`src/rtl/fast_pkg.sv`:
```
// Types and widths shared by the FAST corner pipeline stages.
package fast_pkg;

  localparam int COORD_W = 11;
  localparam int SCORE_W = 8;

  typedef struct packed {
    logic [COORD_W-1:0] x;
    logic [COORD_W-1:0] y;
    logic [SCORE_W-1:0] score;
  } corner_rec_t;

endpackage

```
`src/rtl/corner_xy_extract_fifo.sv`:
```
// Show-ahead corner record FIFO with a registered read port.
// The head entry stays in storage until popped, so the total capacity is DEPTH.
module corner_fifo
  import fast_pkg::*;
#(
  parameter int DEPTH = 16
) (
  input  logic                     clk,
  input  logic                     rst_n,
  input  logic                     i_push,
  input  corner_rec_t              i_wdata,
  input  logic                     i_ready,
  output logic                     o_valid,
  output corner_rec_t              o_rdata,
  output logic                     o_full,
  output logic                     o_empty,
  output logic [$clog2(DEPTH):0]   o_count
);

  localparam int AW = $clog2(DEPTH);
  localparam int CW = AW + 1;

  corner_rec_t   r_mem [DEPTH];
  logic [AW-1:0] r_wr_ptr;
  logic [AW-1:0] r_rd_ptr;
  logic [CW-1:0] r_cnt;
  corner_rec_t   r_rdata;
  logic          r_valid;

  logic          w_pop;
  logic          w_push;
  logic [AW-1:0] w_rd_ptr_nxt;
  logic [CW-1:0] w_cnt_after_pop;

  assign o_full  = (r_cnt == CW'(DEPTH));
  assign o_empty = (r_cnt == '0);
  assign o_count = r_cnt;
  assign o_valid = r_valid;
  assign o_rdata = r_rdata;

  // A write into a full FIFO is legal only when the head leaves on the same edge.
  assign w_pop           = r_valid & i_ready;
  assign w_push          = i_push & (!o_full | w_pop);
  assign w_rd_ptr_nxt    = r_rd_ptr + AW'(w_pop);
  assign w_cnt_after_pop = r_cnt - CW'(w_pop);

  always_ff @(posedge clk) begin
    if (w_push) r_mem[r_wr_ptr] <= i_wdata;
  end

  // Read stage: entries written this edge become visible one edge later.
  always_ff @(posedge clk or negedge rst_n) begin
    if (!rst_n) begin
      r_wr_ptr <= '0;
      r_rd_ptr <= '0;
      r_cnt    <= '0;
      r_rdata  <= '0;
      r_valid  <= 1'b0;
    end else begin
      if (w_push) r_wr_ptr <= r_wr_ptr + AW'(1);
      r_rd_ptr <= w_rd_ptr_nxt;
      r_cnt    <= r_cnt + CW'(w_push) - CW'(w_pop);
      r_valid  <= (w_cnt_after_pop != '0);
      r_rdata  <= r_mem[w_rd_ptr_nxt];
    end
  end

endmodule

```
`src/rtl/corner_xy_extract.sv`:
```
// Tags surviving NMS scores with their raster position and queues {x, y, score}
// records for the downstream readout, with per-frame cap and loss flags.
module corner_xy_extract
  import fast_pkg::*;
#(
  parameter int SCORE_MIN   = 1,
  parameter int FIFO_DEPTH  = 16,
  parameter int MAX_CORNERS = 1023
) (
  input  logic               clk,
  input  logic               rst_n,
  input  logic               in_H_SYNC,
  input  logic               in_V_SYNC,
  input  logic               in_data_en,
  input  logic [SCORE_W-1:0] score,
  input  logic [COORD_W-1:0] width,
  input  logic [COORD_W-1:0] height,
  input  logic               TVALID_in,
  output logic               o_valid,
  input  logic               o_ready,
  output logic [COORD_W-1:0] o_x,
  output logic [COORD_W-1:0] o_y,
  output logic [SCORE_W-1:0] o_score,
  output logic               o_frame_done,
  output logic [COORD_W-1:0] o_corner_cnt,
  output logic               o_overflow,
  output logic               o_limit
);

  logic               r_vs_prev;
  logic               r_armed;
  logic               r_done;
  logic               r_frame_done;
  logic               r_overflow;
  logic               r_limit;
  logic [COORD_W-1:0] r_x;
  logic [COORD_W-1:0] r_y;
  logic [COORD_W-1:0] r_cnt;

  logic               w_fs;
  logic               w_acc;
  logic               w_cand;
  logic               w_cap;
  logic               w_pop;
  logic               w_push;
  logic               w_full;
  logic               w_empty;
  logic               w_valid;
  logic               w_last_col;
  logic               w_last_row;
  logic [COORD_W-1:0] w_x;
  logic [COORD_W-1:0] w_y;
  logic [COORD_W-1:0] w_cnt;
  logic [$clog2(FIFO_DEPTH):0] w_fifo_cnt;
  corner_rec_t        w_rec;
  corner_rec_t        w_rdata;
  logic               w_unused;

  // A pixel on the frame-start cycle already sits at (0,0) with cleared counts.
  assign w_fs       = TVALID_in & in_V_SYNC & !r_vs_prev;
  assign w_x        = w_fs ? '0 : r_x;
  assign w_y        = w_fs ? '0 : r_y;
  assign w_cnt      = w_fs ? '0 : r_cnt;
  assign w_acc      = TVALID_in & in_V_SYNC & in_data_en & (r_armed | w_fs) & (w_fs | !r_done);
  assign w_last_col = (w_x == width - COORD_W'(1));
  assign w_last_row = (w_y == height - COORD_W'(1));
  assign w_cand     = w_acc & (score >= SCORE_W'(SCORE_MIN)) & (score != '0);
  assign w_cap      = (w_cnt == COORD_W'(MAX_CORNERS));
  assign w_pop      = w_valid & o_ready;
  assign w_push     = w_cand & !w_cap & (!w_full | w_pop);
  assign w_rec      = '{x: w_x, y: w_y, score: score};
  assign w_unused   = ^{in_H_SYNC, w_empty, w_fifo_cnt};

  // Position / frame stage; r_vs_prev resets high so a frame already in flight is skipped.
  always_ff @(posedge clk or negedge rst_n) begin
    if (!rst_n) begin
      r_vs_prev    <= 1'b1;
      r_armed      <= 1'b0;
      r_done       <= 1'b0;
      r_x          <= '0;
      r_y          <= '0;
      r_cnt        <= '0;
      r_overflow   <= 1'b0;
      r_limit      <= 1'b0;
      r_frame_done <= 1'b0;
    end else begin
      r_frame_done <= w_acc & w_last_col & w_last_row;
      r_cnt        <= w_cnt + COORD_W'(w_push);
      r_overflow   <= (r_overflow & !w_fs) | (w_cand & !w_cap & w_full & !w_pop);
      r_limit      <= (r_limit & !w_fs) | (w_cand & w_cap);
      if (TVALID_in) begin
        r_vs_prev <= in_V_SYNC;
        if (w_fs) begin
          r_armed <= 1'b1;
          r_done  <= 1'b0;
        end
        if (!in_V_SYNC || w_fs) begin
          r_x <= '0;
          r_y <= '0;
        end
        if (w_acc) begin
          if (w_last_col) begin
            r_x <= '0;
            r_y <= w_last_row ? '0 : w_y + COORD_W'(1);
            if (w_last_row) r_done <= 1'b1;
          end else begin
            r_x <= w_x + COORD_W'(1);
          end
        end
      end
    end
  end

  corner_fifo #(
    .DEPTH (FIFO_DEPTH)
  ) u_fifo (
    .clk     (clk),
    .rst_n   (rst_n),
    .i_push  (w_push),
    .i_wdata (w_rec),
    .i_ready (o_ready),
    .o_valid (w_valid),
    .o_rdata (w_rdata),
    .o_full  (w_full),
    .o_empty (w_empty),
    .o_count (w_fifo_cnt)
  );

  assign o_valid      = w_valid;
  assign o_x          = w_rdata.x;
  assign o_y          = w_rdata.y;
  assign o_score      = w_rdata.score;
  assign o_frame_done = r_frame_done;
  assign o_corner_cnt = r_cnt;
  assign o_overflow   = r_overflow;
  assign o_limit      = r_limit;

endmodule

```
`config.mk`:
```
export PLATFORM = sky130hd
export DESIGN_NAME = corner_xy_extract
export DESIGN_NICKNAME = d
export VERILOG_FILES = /design/src/rtl/fast_pkg.sv /design/src/rtl/corner_xy_extract_fifo.sv /design/src/rtl/corner_xy_extract.sv
export SDC_FILE = /design/constraint.sdc
export NUM_CORES = 1
export LEC_CHECK = 0
export CAP_MARGIN = 15
export CORE_MARGIN = 8
export CORE_UTILIZATION = 25
export CTS_BUF_LIST = sky130_fd_sc_hd__clkbuf_2 sky130_fd_sc_hd__clkbuf_4 sky130_fd_sc_hd__clkbuf_8
export DETAILED_ROUTE_END_ITERATION = 6
export SYNTH_ARGS = -nofsm -noshare
export SYNTH_HDL_FRONTEND = slang
export SYNTH_SLANG_ARGS = --single-unit
```
`constraint.sdc`:
```
create_clock -name clk -period 11.5 [get_ports clk]
set_input_delay 1.15 -clock clk [delete_from_list [all_inputs] [get_ports clk]]
set_output_delay 1.15 -clock clk [all_outputs]
set_load 0.05 [all_outputs]
```
==> out/qor.csv <==
metric,value,unit
count of state elements after synthesis,563,
CP cell instances,"clkdlybuf4s50_1, nand3b_1, buf_4, nand2_1, nor3_1, nand2b_1, nor2b_1, or3b_2, nor2_4, buf_4",
Die Ht,320,um
first-pass GRT wire length,82.9,mm
clock tree buffer depth,3,
setup_tns,0,ns
kind of critical path,input pin to flop,
Crit. End Element,flop,
CTS Root Cell,clkbuf_8,
CTS tree,yes,
Final Total Pwr,6.15,mW
Final Hold Fails,0,
Via Count,12700,
synth warn,0,
hold crit path type,input pin to asynchronous set/reset pin,
Core ar.,91500,um^2
CP startpoint kind,input pin,
Avg Inst Size Synth,17.1,um^2
post-synthesis sequential area ratio,0.715,
Yosys cell types,75,
DRC marker count from the first detailed-route iteration,1081,
row cnt,111,
Tmin final,5.13,ns
First-pass DRT Iterations,4,
diode count,0,
slack of the critical path,6.37,ns
Max VDD drop,0.153,mV
CTS buffer count,89,
I/O pins,82,
IO Port Bufs,80,
Internal,4.11,mW
Main synth FF type,edfxtp_1,
"most common cell after layout, fill and taps aside",edfxtp_1,
most frequent CP cell,buf_4,
gr usage total,0.105,
power per standard cell area,226,nW/um^2
crit path max fanout,23,
Comb power frac,0.324,
clk sinks,563,
highest cell delay on the worst timing path,0.71,ns
Critical Path AT,5.41,ns
CP max-delay cell,clkdlybuf4s50_1,
outcome,finished clean,
H-tree lvl count,3,
met3 WL,3.32,mm
max_cap viols,0,
Layout Utilization,0.298,
Syn Inst Count,1346,
WHS,0.418,ns
layout cells sized above 1,0.223,
final WL,54.6,mm
Top Metal Used,met4,
Routed Antenna Nets,0,
worst-skew pair later-pin latency,0.68,ns
normalized max-slew margin,0.272,
DP Cell Count,2573,
"FFs w/ async S/R, synth",0.147,
Setup Viol. Count Final,0,
Sw Share,0.331,
Vias/cell,4.64,
Final Non-Filler Cells,2741,
Die Width,320,um
WL met1,24.9,mm
WL/cell,19.9,um
Met2 Wirelength,25.7,mm
total die area,102000,um^2
nets@finish,1537,
number of global-route vias before repair,13400,
Switching Power,2.04,mW
synthesized area,23100,um^2
part of the power in the clock network,0.287,
grt total ovfl,0,
Layout area overhead,18.1,%
Finished Cell Area,27200,um^2
Post-DP HPWL,31.4,mm
crit share post-route,0.446,
f_max,195,MHz
Worst-path clk slew,0.06,ns
reg2reg start,r_vs_prev,
initial core utilization,0.252,
leakage power,9.56,nW
Worst Setup SP,TVALID_in,
CTS Hold Buffers Added,0,
syn nets,1404,
Post-CTS Resized,0,
largest net degree at the start of global routing,65,
dpl cell area,25400,um^2
unrepaired setup endpoints after global routing,no,
Post-route DRC,0,
"EDFF count, synth",480,
final clock skew,0.0494,ns
worst-margin pin slew,1.09,ns
dpl ws,5.76,ns
most frequent cells in the layout,"480 x edfxtp_1, 163 x nand2_1, 120 x mux4_2",
Worst EP required,11.79,ns
initial antenna violation count,1,
Sequential Power Share,0.389,
Final Max Slew Viols,0,
Setup Buffers After CTS,0,
RePlAce Congestion,0.792,
Yosys cell counts, types with 3 or more instances:
cell type  instances  area [um^2]
nand2_1          163          612
nor2b_1            4         25.0
and3_1            39          244
nor4_1             6         37.5
or4_1              3         22.5
nor3b_1            3         22.5
ha_1              20          250
or3_1              7         43.8
a21o_1             5         37.5
a32oi_1            3         26.3
nand3b_1           6         45.0
buf_6              5         56.3
and3b_1            3         26.3
nand4_1            6         37.5
a22o_1             6         52.6
inv_1             32          120
nand4b_1           4         35.0
clkbuf_1          45          169
dfrtp_1           82         2050
a32o_2             4         45.0
a21oi_1           10         50.1
and2_1            29          181
a21bo_2            4         40.0
o211ai_1          12         90.1
mux4_2           120         2700
buf_1             12         45.0
xor2_1            12          105
a22oi_1            4         30.0
nor3_1            20          100
and2b_1            3         22.5
xnor2_1           22          193
o21ai_0           26          130
nand3_1           23          115
nor2_1            34          128
buf_2              3         15.0
nand2b_1           9         56.3
a31oi_1           30          188
edfxtp_1         480        14400
nor4b_1            3         26.3
per-layer routing:
| metal | global-route usage | vias up |
|---|---|---|
| met1 | 0.145 | 6736 |
| met4 | 0.0222 | 0 |
| met3 | 0.0281 | 72 |
| met5 | 0 | - |
| met2 | 0.165 | 347 |
| li1 | - | 5550 |
cell families after synthesis:
kind of cell,Yosys count,share of synthesized area
AO/OA/AOI/OAI,127,0.0394
XOR/XNOR,36,0.0149
adder cells (fa/ha/maj),21,0.0117
buffers and inverters,100,0.0184
flip-flops,563,0.715
multiplexers,122,0.118
AND/OR/NAND/NOR,377,0.0820
worst paths after layout:
| kind | end | slack, ns | cells past startpoint |
|---|---|---|---|
| worst max register to register | u_fifo.r_mem[3][13] | 7.18 | 9 |
| worst min-delay path | u_fifo.o_rdata[25] | 0.42 | 1 |
| worst max-delay path | u_fifo.r_mem[3][13] | 6.37 | 10 |
| min in group clk | r_armed | 0.48 | 2 |
| max in group asynchronous | r_armed | 9.80 | 2 |
| worst min register to register | r_armed | 0.48 | 2 |
flip-flops by register name (all words and copies together) (netlist names):
register	cells
u_fifo.r_rd_ptr	4
r_armed	1
o_overflow	1
u_fifo.r_mem	480
u_fifo.r_wr_ptr	4
u_fifo.o_rdata	30
o_corner_cnt	11
u_fifo.o_valid	1
r_done	1
o_frame_done	1
r_vs_prev	1
r_y	11
u_fifo.o_count	5
r_x	11
o_limit	1
power by group through the flow:
stage / sequential [mW] / clock, mW / combinational [mW]
global route: 2.41 / 1.91 / 2.16
finish: 2.39 / 1.77 / 1.99
detailed placement: 2.44 / 0 / 2.03
global placement: 2.44 / 0 / 2.03
CTS: 2.40 / 1.82 / 2.04
floorplan: 2.61 / 0 / 1.21
area by class of cell:
type | count | area (um^2)
clock buffer | 135 | 1610
clock inverter | 32 | 258
fill | 8946 | 64300
inverter | 33 | 125
multi-input combinational | 683 | 6240
sequential | 563 | 16500
tap | 1186 | 1480
timing repair buffer | 109 | 1020
worst max-delay path, delay by kind of cell:
| family | cells | cell delay (ns) |
|---|---|---|
| buf+inv | 3 | 1.64 |
| simple gates | 7 | 2.59 |
(Power assumes the default switching activity.)
